--- src/rtl/riscv_lsu.sv ---
`default_nettype none
// ============================================================================
// Module   : riscv_lsu
// Purpose  : Load/store unit between the decode/execute stage and the data
//            memory port. Generates byte enables and lane-replicated store
//            data, stalls the core until memory acknowledges or a bus timeout
//            fires, extracts and sign/zero-extends load data, and flags
//            misaligned or invalid-size accesses.
// Ports    : clk_i, rst_ni            clock, async active-low reset
//            core_req_i/we_i/size_i   access request, direction, size code
//            core_addr_i/wd_i         byte address, store data
//            core_rd_o                extended load data
//            core_stall_o             hold PC / pipeline
//            lsu_misalign_o           bad access, no request issued
//            lsu_fault_o              one-cycle bus-timeout pulse
//            mem_req_o/we_o/be_o      memory request, write enable, enables
//            mem_addr_o/wd_o          address pass-through, store data
//            mem_rd_i/ready_i         memory read word, acknowledge
// Revision : 1.0 - initial release
// ============================================================================
module riscv_lsu #(
   parameter int TIMEOUT = 16
) (
   input  logic        clk_i,
   input  logic        rst_ni,
   input  logic        core_req_i,
   input  logic        core_we_i,
   input  logic [2:0]  core_size_i,
   input  logic [31:0] core_addr_i,
   input  logic [31:0] core_wd_i,
   output logic [31:0] core_rd_o,
   output logic        core_stall_o,
   output logic        lsu_misalign_o,
   output logic        lsu_fault_o,
   output logic        mem_req_o,
   output logic        mem_we_o,
   output logic [3:0]  mem_be_o,
   output logic [31:0] mem_addr_o,
   output logic [31:0] mem_wd_o,
   input  logic [31:0] mem_rd_i,
   input  logic        mem_ready_i
);

   localparam int              CNT_W      = (TIMEOUT > 1) ? $clog2(TIMEOUT) : 1;
   localparam logic [CNT_W-1:0] c_CNT_LAST = CNT_W'(TIMEOUT - 1);

   localparam logic [2:0] c_LDST_B  = 3'd0;
   localparam logic [2:0] c_LDST_H  = 3'd1;
   localparam logic [2:0] c_LDST_W  = 3'd2;
   localparam logic [2:0] c_LDST_BU = 3'd4;
   localparam logic [2:0] c_LDST_HU = 3'd5;

   typedef enum logic [0:0] {
      S_IDLE = 1'b0,
      S_WAIT = 1'b1
   } state_t;

   state_t           r_state, w_next_state;
   logic [CNT_W-1:0] r_cnt, w_next_cnt;

   logic        w_bad, w_go, w_last, w_fault;
   logic [1:0]  w_off;
   logic [3:0]  w_be;
   logic [7:0]  w_byte;
   logic [15:0] w_half;
   logic [31:0] w_rd;

   assign w_off = core_addr_i[1:0];

   // Alignment / size legality
   always_comb begin
      w_bad = 1'b0;
      case (core_size_i)
         c_LDST_B, c_LDST_BU: w_bad = 1'b0;
         c_LDST_H, c_LDST_HU: w_bad = core_addr_i[0];
         c_LDST_W:            w_bad = (w_off != 2'b00);
         default:             w_bad = 1'b1;
      endcase
   end

   assign w_go   = core_req_i & ~w_bad;
   assign w_last = (r_cnt == c_CNT_LAST);

   // State register
   always_ff @(posedge clk_i or negedge rst_ni) begin
      if (!rst_ni) begin
         r_state <= S_IDLE;
         r_cnt   <= '0;
      end else begin
         r_state <= w_next_state;
         r_cnt   <= w_next_cnt;
      end
   end

   // Next state; a dropped request in WAIT is an abort and discards the access
   always_comb begin
      w_next_state = r_state;
      w_next_cnt   = r_cnt;
      w_fault      = 1'b0;
      case (r_state)
         S_IDLE: begin
            if (w_go) begin
               w_next_state = S_WAIT;
               w_next_cnt   = '0;
            end
         end
         S_WAIT: begin
            if (!w_go || mem_ready_i) begin
               w_next_state = S_IDLE;
               w_next_cnt   = '0;
            end else if (w_last) begin
               w_fault      = 1'b1;
               w_next_state = S_IDLE;
               w_next_cnt   = '0;
            end else begin
               w_next_cnt   = r_cnt + CNT_W'(1);
            end
         end
         default: begin
            w_next_state = S_IDLE;
            w_next_cnt   = '0;
         end
      endcase
   end

   // Byte enables
   always_comb begin
      w_be = 4'b0000;
      case (core_size_i)
         c_LDST_B, c_LDST_BU: w_be = 4'b0001 << w_off;
         c_LDST_H, c_LDST_HU: w_be = 4'b0011 << {core_addr_i[1], 1'b0};
         c_LDST_W:            w_be = 4'b1111;
         default:             w_be = 4'b0000;
      endcase
   end

   // Load lane extraction and extension
   always_comb begin
      w_byte = mem_rd_i[7:0];
      case (w_off)
         2'd0:    w_byte = mem_rd_i[7:0];
         2'd1:    w_byte = mem_rd_i[15:8];
         2'd2:    w_byte = mem_rd_i[23:16];
         default: w_byte = mem_rd_i[31:24];
      endcase
      w_half = core_addr_i[1] ? mem_rd_i[31:16] : mem_rd_i[15:0];
      w_rd   = '0;
      case (core_size_i)
         c_LDST_B:  w_rd = {{24{w_byte[7]}}, w_byte};
         c_LDST_BU: w_rd = {24'd0, w_byte};
         c_LDST_H:  w_rd = {{16{w_half[15]}}, w_half};
         c_LDST_HU: w_rd = {16'd0, w_half};
         c_LDST_W:  w_rd = mem_rd_i;
         default:   w_rd = '0;
      endcase
   end

   // Store data replicated across lanes so memory only needs the enables
   always_comb begin
      mem_wd_o = core_wd_i;
      case (core_size_i[1:0])
         2'd0:    mem_wd_o = {4{core_wd_i[7:0]}};
         2'd1:    mem_wd_o = {2{core_wd_i[15:0]}};
         default: mem_wd_o = core_wd_i;
      endcase
   end

   // Outputs are held quiet while reset is asserted, independent of the clock
   assign mem_addr_o     = core_addr_i;
   assign mem_req_o      = rst_ni & w_go;
   assign mem_we_o       = rst_ni & w_go & core_we_i;
   assign mem_be_o       = (rst_ni & w_go) ? w_be : 4'b0000;
   assign lsu_misalign_o = rst_ni & core_req_i & w_bad;
   assign lsu_fault_o    = rst_ni & w_fault;
   assign core_stall_o   = rst_ni & w_go &
                           ~((r_state == S_WAIT) & (mem_ready_i | w_last));
   assign core_rd_o      = rst_ni ? w_rd : 32'd0;

endmodule
`default_nettype wire

--- config.mk ---
export PLATFORM = sky130hd
export DESIGN_NAME = riscv_lsu
export DESIGN_NICKNAME = d
export VERILOG_FILES = /design/src/rtl/riscv_lsu.sv
export SDC_FILE = /design/constraint.sdc
export NUM_CORES = 1
export LEC_CHECK = 0
export BUFFER_PORTS_ARGS = -buffer_cell sky130_fd_sc_hd__buf_2
export CELL_PAD_IN_SITES_DETAIL_PLACEMENT = 2
export CELL_PAD_IN_SITES_GLOBAL_PLACEMENT = 2
export CORE_ASPECT_RATIO = 0.5
export CORE_MARGIN = 2
export CORE_UTILIZATION = 16
export DETAILED_ROUTE_END_ITERATION = 16
export PLACE_DENSITY = 0.85
export SYNTH_ARGS = -nofsm -noshare
export SYNTH_HDL_FRONTEND = slang
export SYNTH_SLANG_ARGS = --single-unit
--- constraint.sdc ---
create_clock -name clk_i -period 2.1 [get_ports clk_i]
set_clock_uncertainty 0.1 [all_clocks]
set_input_delay 0.105 -clock clk_i [delete_from_list [all_inputs] [get_ports clk_i]]
set_output_delay 0.105 -clock clk_i [all_outputs]
set_load 0.03 [all_outputs]
# [Word-level counts from Yosys, hierarchy flattened]
# Index checks and enable logic that the tools add are counted.
[word_totals] ff_bits=5 inputBits=104 output_inout_bits=105
[op_classes] addsub=1 n_eq_ne=9 shift=2 mux=19 bitwise=12 n_reduce_logical=8
[op_table] op="$pmux W32 S5" count=1
[op_table] op="$pmux W32 S2" count=1
[op_table] op="$mux W32" count=1
[op_table] op="$pmux W8 S3" count=1
[op_table] op="$mux W16" count=1
[op_table] op="$mux W4" count=4
[op_table] op="$pmux W4 S3" count=1
[op_table] op="$and A1 B1 Y1" count=8
[op_table] op="$pmux W4 S2" count=1
[op_table] op="$eq A3 B3 Y1 const B" count=2
[op_table] op="$mux W1" count=6
[op_table] op="$add A4 B1 Y4 const B" count=1
[op_table] op="$eq A2 B1 Y1 const B" count=2
[op_table] op="$eq A4 B4 Y1 const B" count=1
[op_table] op="$logic_not A2 Y1" count=2
[op_table] op="$reduce_or A2 Y1" count=2
[op_table] op="$shl A1 B2 Y4 const A" count=1
[op_table] op="$shl A2 B2 Y4 const A" count=1
[op_table] op="$eq A3 B1 Y1 const B" count=1
[op_table] op="$eq A3 B2 Y1 const B" count=1
[op_table] op="$logic_not A3 Y1" count=1
[op_table] op="$not A1 Y1" count=3
[op_table] op="$pmux W1 S3" count=1
[op_table] op="$eq A2 B2 Y1 const B" count=1
[op_table] op="6 further kinds" count=6

# [Depth between registers and ports, before layout]
[logic_depth] word_depth=10 mapped_depth=7 ltp_nobuf=5

# [Least setup slack after synthesis]
# Ideal clock, no wire load.
[synth_path] path_kind="input -> output" start="input port core_size_i[0]" end="output port lsu_fault_o" t_arrival_ns=1.532 t_required_ns=1.895 slack_ns=0.363 stages=5 path_buffers=1 cell_sequence="buf_6 nor4_4 o21a_1 nand2_2 nor3_1"
[synth_between] elab_chain_cells=10 elab_cells_between_ends=15
[synth_lines] item="start, declared" line_no="28" source="input logic [2:0] core_size_i,"
[synth_lines] item="$eq A3 B3 Y1, or another cell as far along" line_no="73" source="case (core_size_i)"
[synth_lines] item="$reduce_or A2 Y1" line_no="73"
[synth_lines] item="$pmux W1 S3 (*)" line_no="73"
[synth_lines] item="$not A1 Y1 (*)" line_no="81" source="assign w_go = core_req_i & ~w_bad;"
[synth_lines] item="$and A1 B1 Y1 (*)" line_no="81"
[synth_lines] item="$logic_not A1 Y1 (*)" line_no="108" source="if (!w_go || mem_ready_i) begin"
[synth_lines] item="$logic_or A1 B1 Y1 (*)" line_no="108"
[synth_lines] item="$mux W1 (*)" line_no="108"
[synth_lines] item="$mux W1 (*)" line_no="100" source="case (r_state)"
[synth_lines] item="$and A1 B1 Y1 (*)" line_no="174" source="assign lsu_fault_o = rst_ni & w_fault;"
[synth_lines] item="end, declared" line_no="34" source="output logic lsu_fault_o,"
# Every way passes the cells marked *; elsewhere a longest branch is shown, timed or not.

# [Worst setup path in the final report]
[layout_path] start="input port rst_ni" end="output port core_rd_o[15]"
[layout_between] elab_chain_cells=1
[layout_lines] item="start, declared" line_no="25" source="input logic rst_ni,"
[layout_lines] item="$mux W32" line_no="177" source="assign core_rd_o = rst_ni ? w_rd : 32'd0;"
[layout_lines] item="end, declared" line_no="31" source="output logic [31:0] core_rd_o,"
# Every way passes these cells.

==> metrics.md <==
| Metric | Value |
|---|---|
| Post-synthesis cell count | `259` |
| Crit Path Category | `input pin to output pin` |
| Port Buffers | `148` |
| Area Growth Syn to Fin | `37.4%` |
| Clk_lat worst skew | `230 ps` |
| Antenna Cells | `0` |
| Antenna violations before repair | `0` |
| Chip width | `156 um` |
| TritonCTS buffer count | `3` |
| Post-Syn Area | `1860 sq um` |
| Final hold vios | `0` |
| Final min period | `1880 ps` |
| Required time worst endpoint | `1890 ps` |
| Number of global-route vias before repair | `2402` |
| # Max-Cap Violations | `0` |
| Routed len/inst | `16.7 um` |
| Peak VDD IR | `0.175 mV` |
| Layout cells sized above 1 | `0.556` |
| Syn Area/Cell | `7.18 sq um` |
| # setup viols final | `0` |
| DP Area | `2460 sq um` |
| Worst R2R Setup Slack | `540 ps` |
| Vias | `2219` |
| Leak | `0.00130 uW` |
| Max incr delay on CP | `530 ps` |
| Clock sink count | `5` |
| Slew Viols, Final | `0` |
| Final net count | `471` |
| Crit path arrival time | `1680 ps` |
| # IOs | `209` |
| Synthesized flop and latch total | `5` |
| Worst path buffer plus inverter count | `3` |
| Tot GR Track Use | `0.130` |
| Crit-path slowest cell | `dlygate4sd3_1` |
| Synth cell types | `36` |
| CTS max path bufs | `2` |
| Outcome | `completed` |
| Fin area | `2550 sq um` |
| Crit-path cells | `dlygate4sd3_1 -> clkbuf_4 -> nand2_1 -> a21oi_1 -> buf_2` |
| Hold Crit Class | `input pin to output pin` |
| Post-CTS Setup Inserts | `0` |
| CTS root buffer | `clkbuf_16` |
| Setup TNS | `0 ps` |
| Max Fanout on Critical Path | `18` |
| Row cnt | `27` |
| Slew HR | `0.636` |
| Die Y | `80.2 um` |
| Final ANT Viol Nets | `0` |
| Final period util | `0.896` |
| Initial Util | `0.167` |
| Worst-Margin Slew | `547 ps` |
| Register area share after synthesis | `0.0673` |
| GPL Wtd Cong | `0.777` |
| Top_reg_cell synth | `dfrtp_1` |
| Yosys warning count | `0` |
| Async S/R FF share, synth | `1.00` |
| Hpwl dp | `7300 um` |
| Global route total overflow | `0` |
| WL final | `8530 um` |
| Vias per Instance | `4.35` |
| Largest net degree at the start of global routing | `19` |
| Achievable frequency | `532 MHz` |
| Finished Layout Cells | `510` |
| CP delay by family, top | `buffers and inverters` |
| Startpoint Class | `input pin` |
| Post-synth EDFFs | `0` |
| Die footprint | `12600 sq um` |
| Core footprint | `11100 sq um` |
| Placed Cells | `505` |
| First-pass GRT wire length | `12900 um` |
| RSZ-0062 raised after global routing | `false` |
| CTS tree | `yes` |
| Pre-antenna DRT Iters | `4` |
| PD cells | `401 nW/um^2` |
| CTS H-tree lvls | `1` |
| # DRC | `0` |
| DR iter-0 viols | `71` |
| Crit end category | `output pin` |
| Syn_nets | `364` |
[worst register-to-register path: cells and delay by family (launching register included)]
kind	cells	cell delay (ps)
adder cells (fa/ha/maj)	1	270
AND/OR/NAND/NOR	1	160
AO/OA/AOI/OAI	2	540
flip-flops	1	420
[cells in the final DEF, fill, tap and decap left out, drive strengths merged]
master / instances
and3: 1
o21a: 1
a2111oi: 1
a21oi: 30
nor2: 22
nand3b: 2
mux2: 24
mux2i: 15
nand3: 3
mux4: 1
ha: 1
a211o: 8
a21o: 1
a21boi: 6
nor4: 1
buf: 158
dfrtp: 5
a22o: 2
nor2b: 4
nand2b: 2
a32o: 1
dlygate4sd3: 1
clkbuf: 5
o21ai: 13
and2: 1
nor3: 5
inv: 4
a22oi: 8
nand2: 38
and2b: 1
[worst paths after layout]
path	depth (start not counted)	to	from
min reg2reg	1	r_cnt[3]$_DFFE_PN0P_	r_cnt[3]$_DFFE_PN0P_
max reg2reg	4	r_cnt[2]$_DFFE_PN0P_	r_cnt[0]$_DFFE_PN0P_
max	5	core_rd_o[15]	rst_ni
max in group asynchronous	2	r_state$_DFF_PN0_	rst_ni
min in group asynchronous	2	r_cnt[1]$_DFFE_PN0P_	rst_ni
min	0	mem_addr_o[10]	core_addr_i[10]
[state kept, by name (all words and copies together), names as in the netlist]
| name | count |
|---|---|
| r_cnt | 4 |
| r_state | 1 |
[layout make-up]
type                            count  area (sq um)
Fill cell                        1376          8590
Multi-Input combinational cell    192          1310
Timing Repair Buffer              160           848
Tap cell                          145           181
Sequential cell                     5           125
Clock buffer                        4          78.8
Inverter                            4          15.0
[where the power goes]
| part | switching [uW] | internal [uW] |
|---|---|---|
| registers | 2.62 | 99.2 |
| logic | 392 | 217 |
| clock network | 62.1 | 252 |
[synth_stat cells (2+ instances only)]
| cell | count | area (sq um) |
|---|---|---|
| a211o_1 | 8 | 70.1 |
| a21boi_1 | 6 | 45.0 |
| a21oi_1 | 20 | 100 |
| a21oi_2 | 10 | 87.6 |
| a22o_1 | 2 | 17.5 |
| a22oi_1 | 8 | 60.1 |
| buf_2 | 7 | 35.0 |
| buf_4 | 42 | 315 |
| buf_6 | 4 | 45.0 |
| clkbuf_1 | 5 | 18.8 |
| dfrtp_1 | 5 | 125 |
| inv_1 | 4 | 15.0 |
| mux2_2 | 24 | 270 |
| mux2i_1 | 15 | 150 |
| nand2_1 | 37 | 139 |
| nand2b_1 | 2 | 12.5 |
| nand3_1 | 3 | 15.0 |
| nand3b_1 | 2 | 15.0 |
| nor2_1 | 20 | 75.1 |
| nor2_2 | 2 | 12.5 |
| nor2b_1 | 4 | 25.0 |
| nor3_1 | 5 | 25.0 |
| o21ai_0 | 11 | 55.1 |
[stage by stage]
stage / total power (uW) / setup slack (ps) / hold WS, ps / util
finish: 1020 / 219 / 110 / 0.229
global route: 1080 / 56.3 / 110 / 0.229
CTS: 1040 / 79.5 / 110 / 0.229
detailed placement: 712 / 99.5 / -67.6 / 0.221
global placement: 695 / 257 / -66.9 / 0.221
floorplan: 608 / 363 / -291 / -
[timing repair]
action                     CTS  global route
hold endpoints to repair     5             0
gates resized for setup      0             2
setup endpoints to repair    0             6
hold buffers                 1             0
[logic make-up after synthesis]
group	synth area share
multiplexers	0.238
AND/OR/NAND/NOR	0.197
AO/OA/AOI/OAI	0.260
flip-flops	0.0673
adder cells (fa/ha/maj)	0.00673
buffers and inverters	0.231
[metal layers]
metal  wire length [um]  share of wire  track usage
met4                254          0.030       0.0459
met3                174          0.020       0.0130
met1               3410           0.40        0.144
met5                  0              0            0
met2               4690           0.55        0.261
Power figures use the tool's default switching activity.
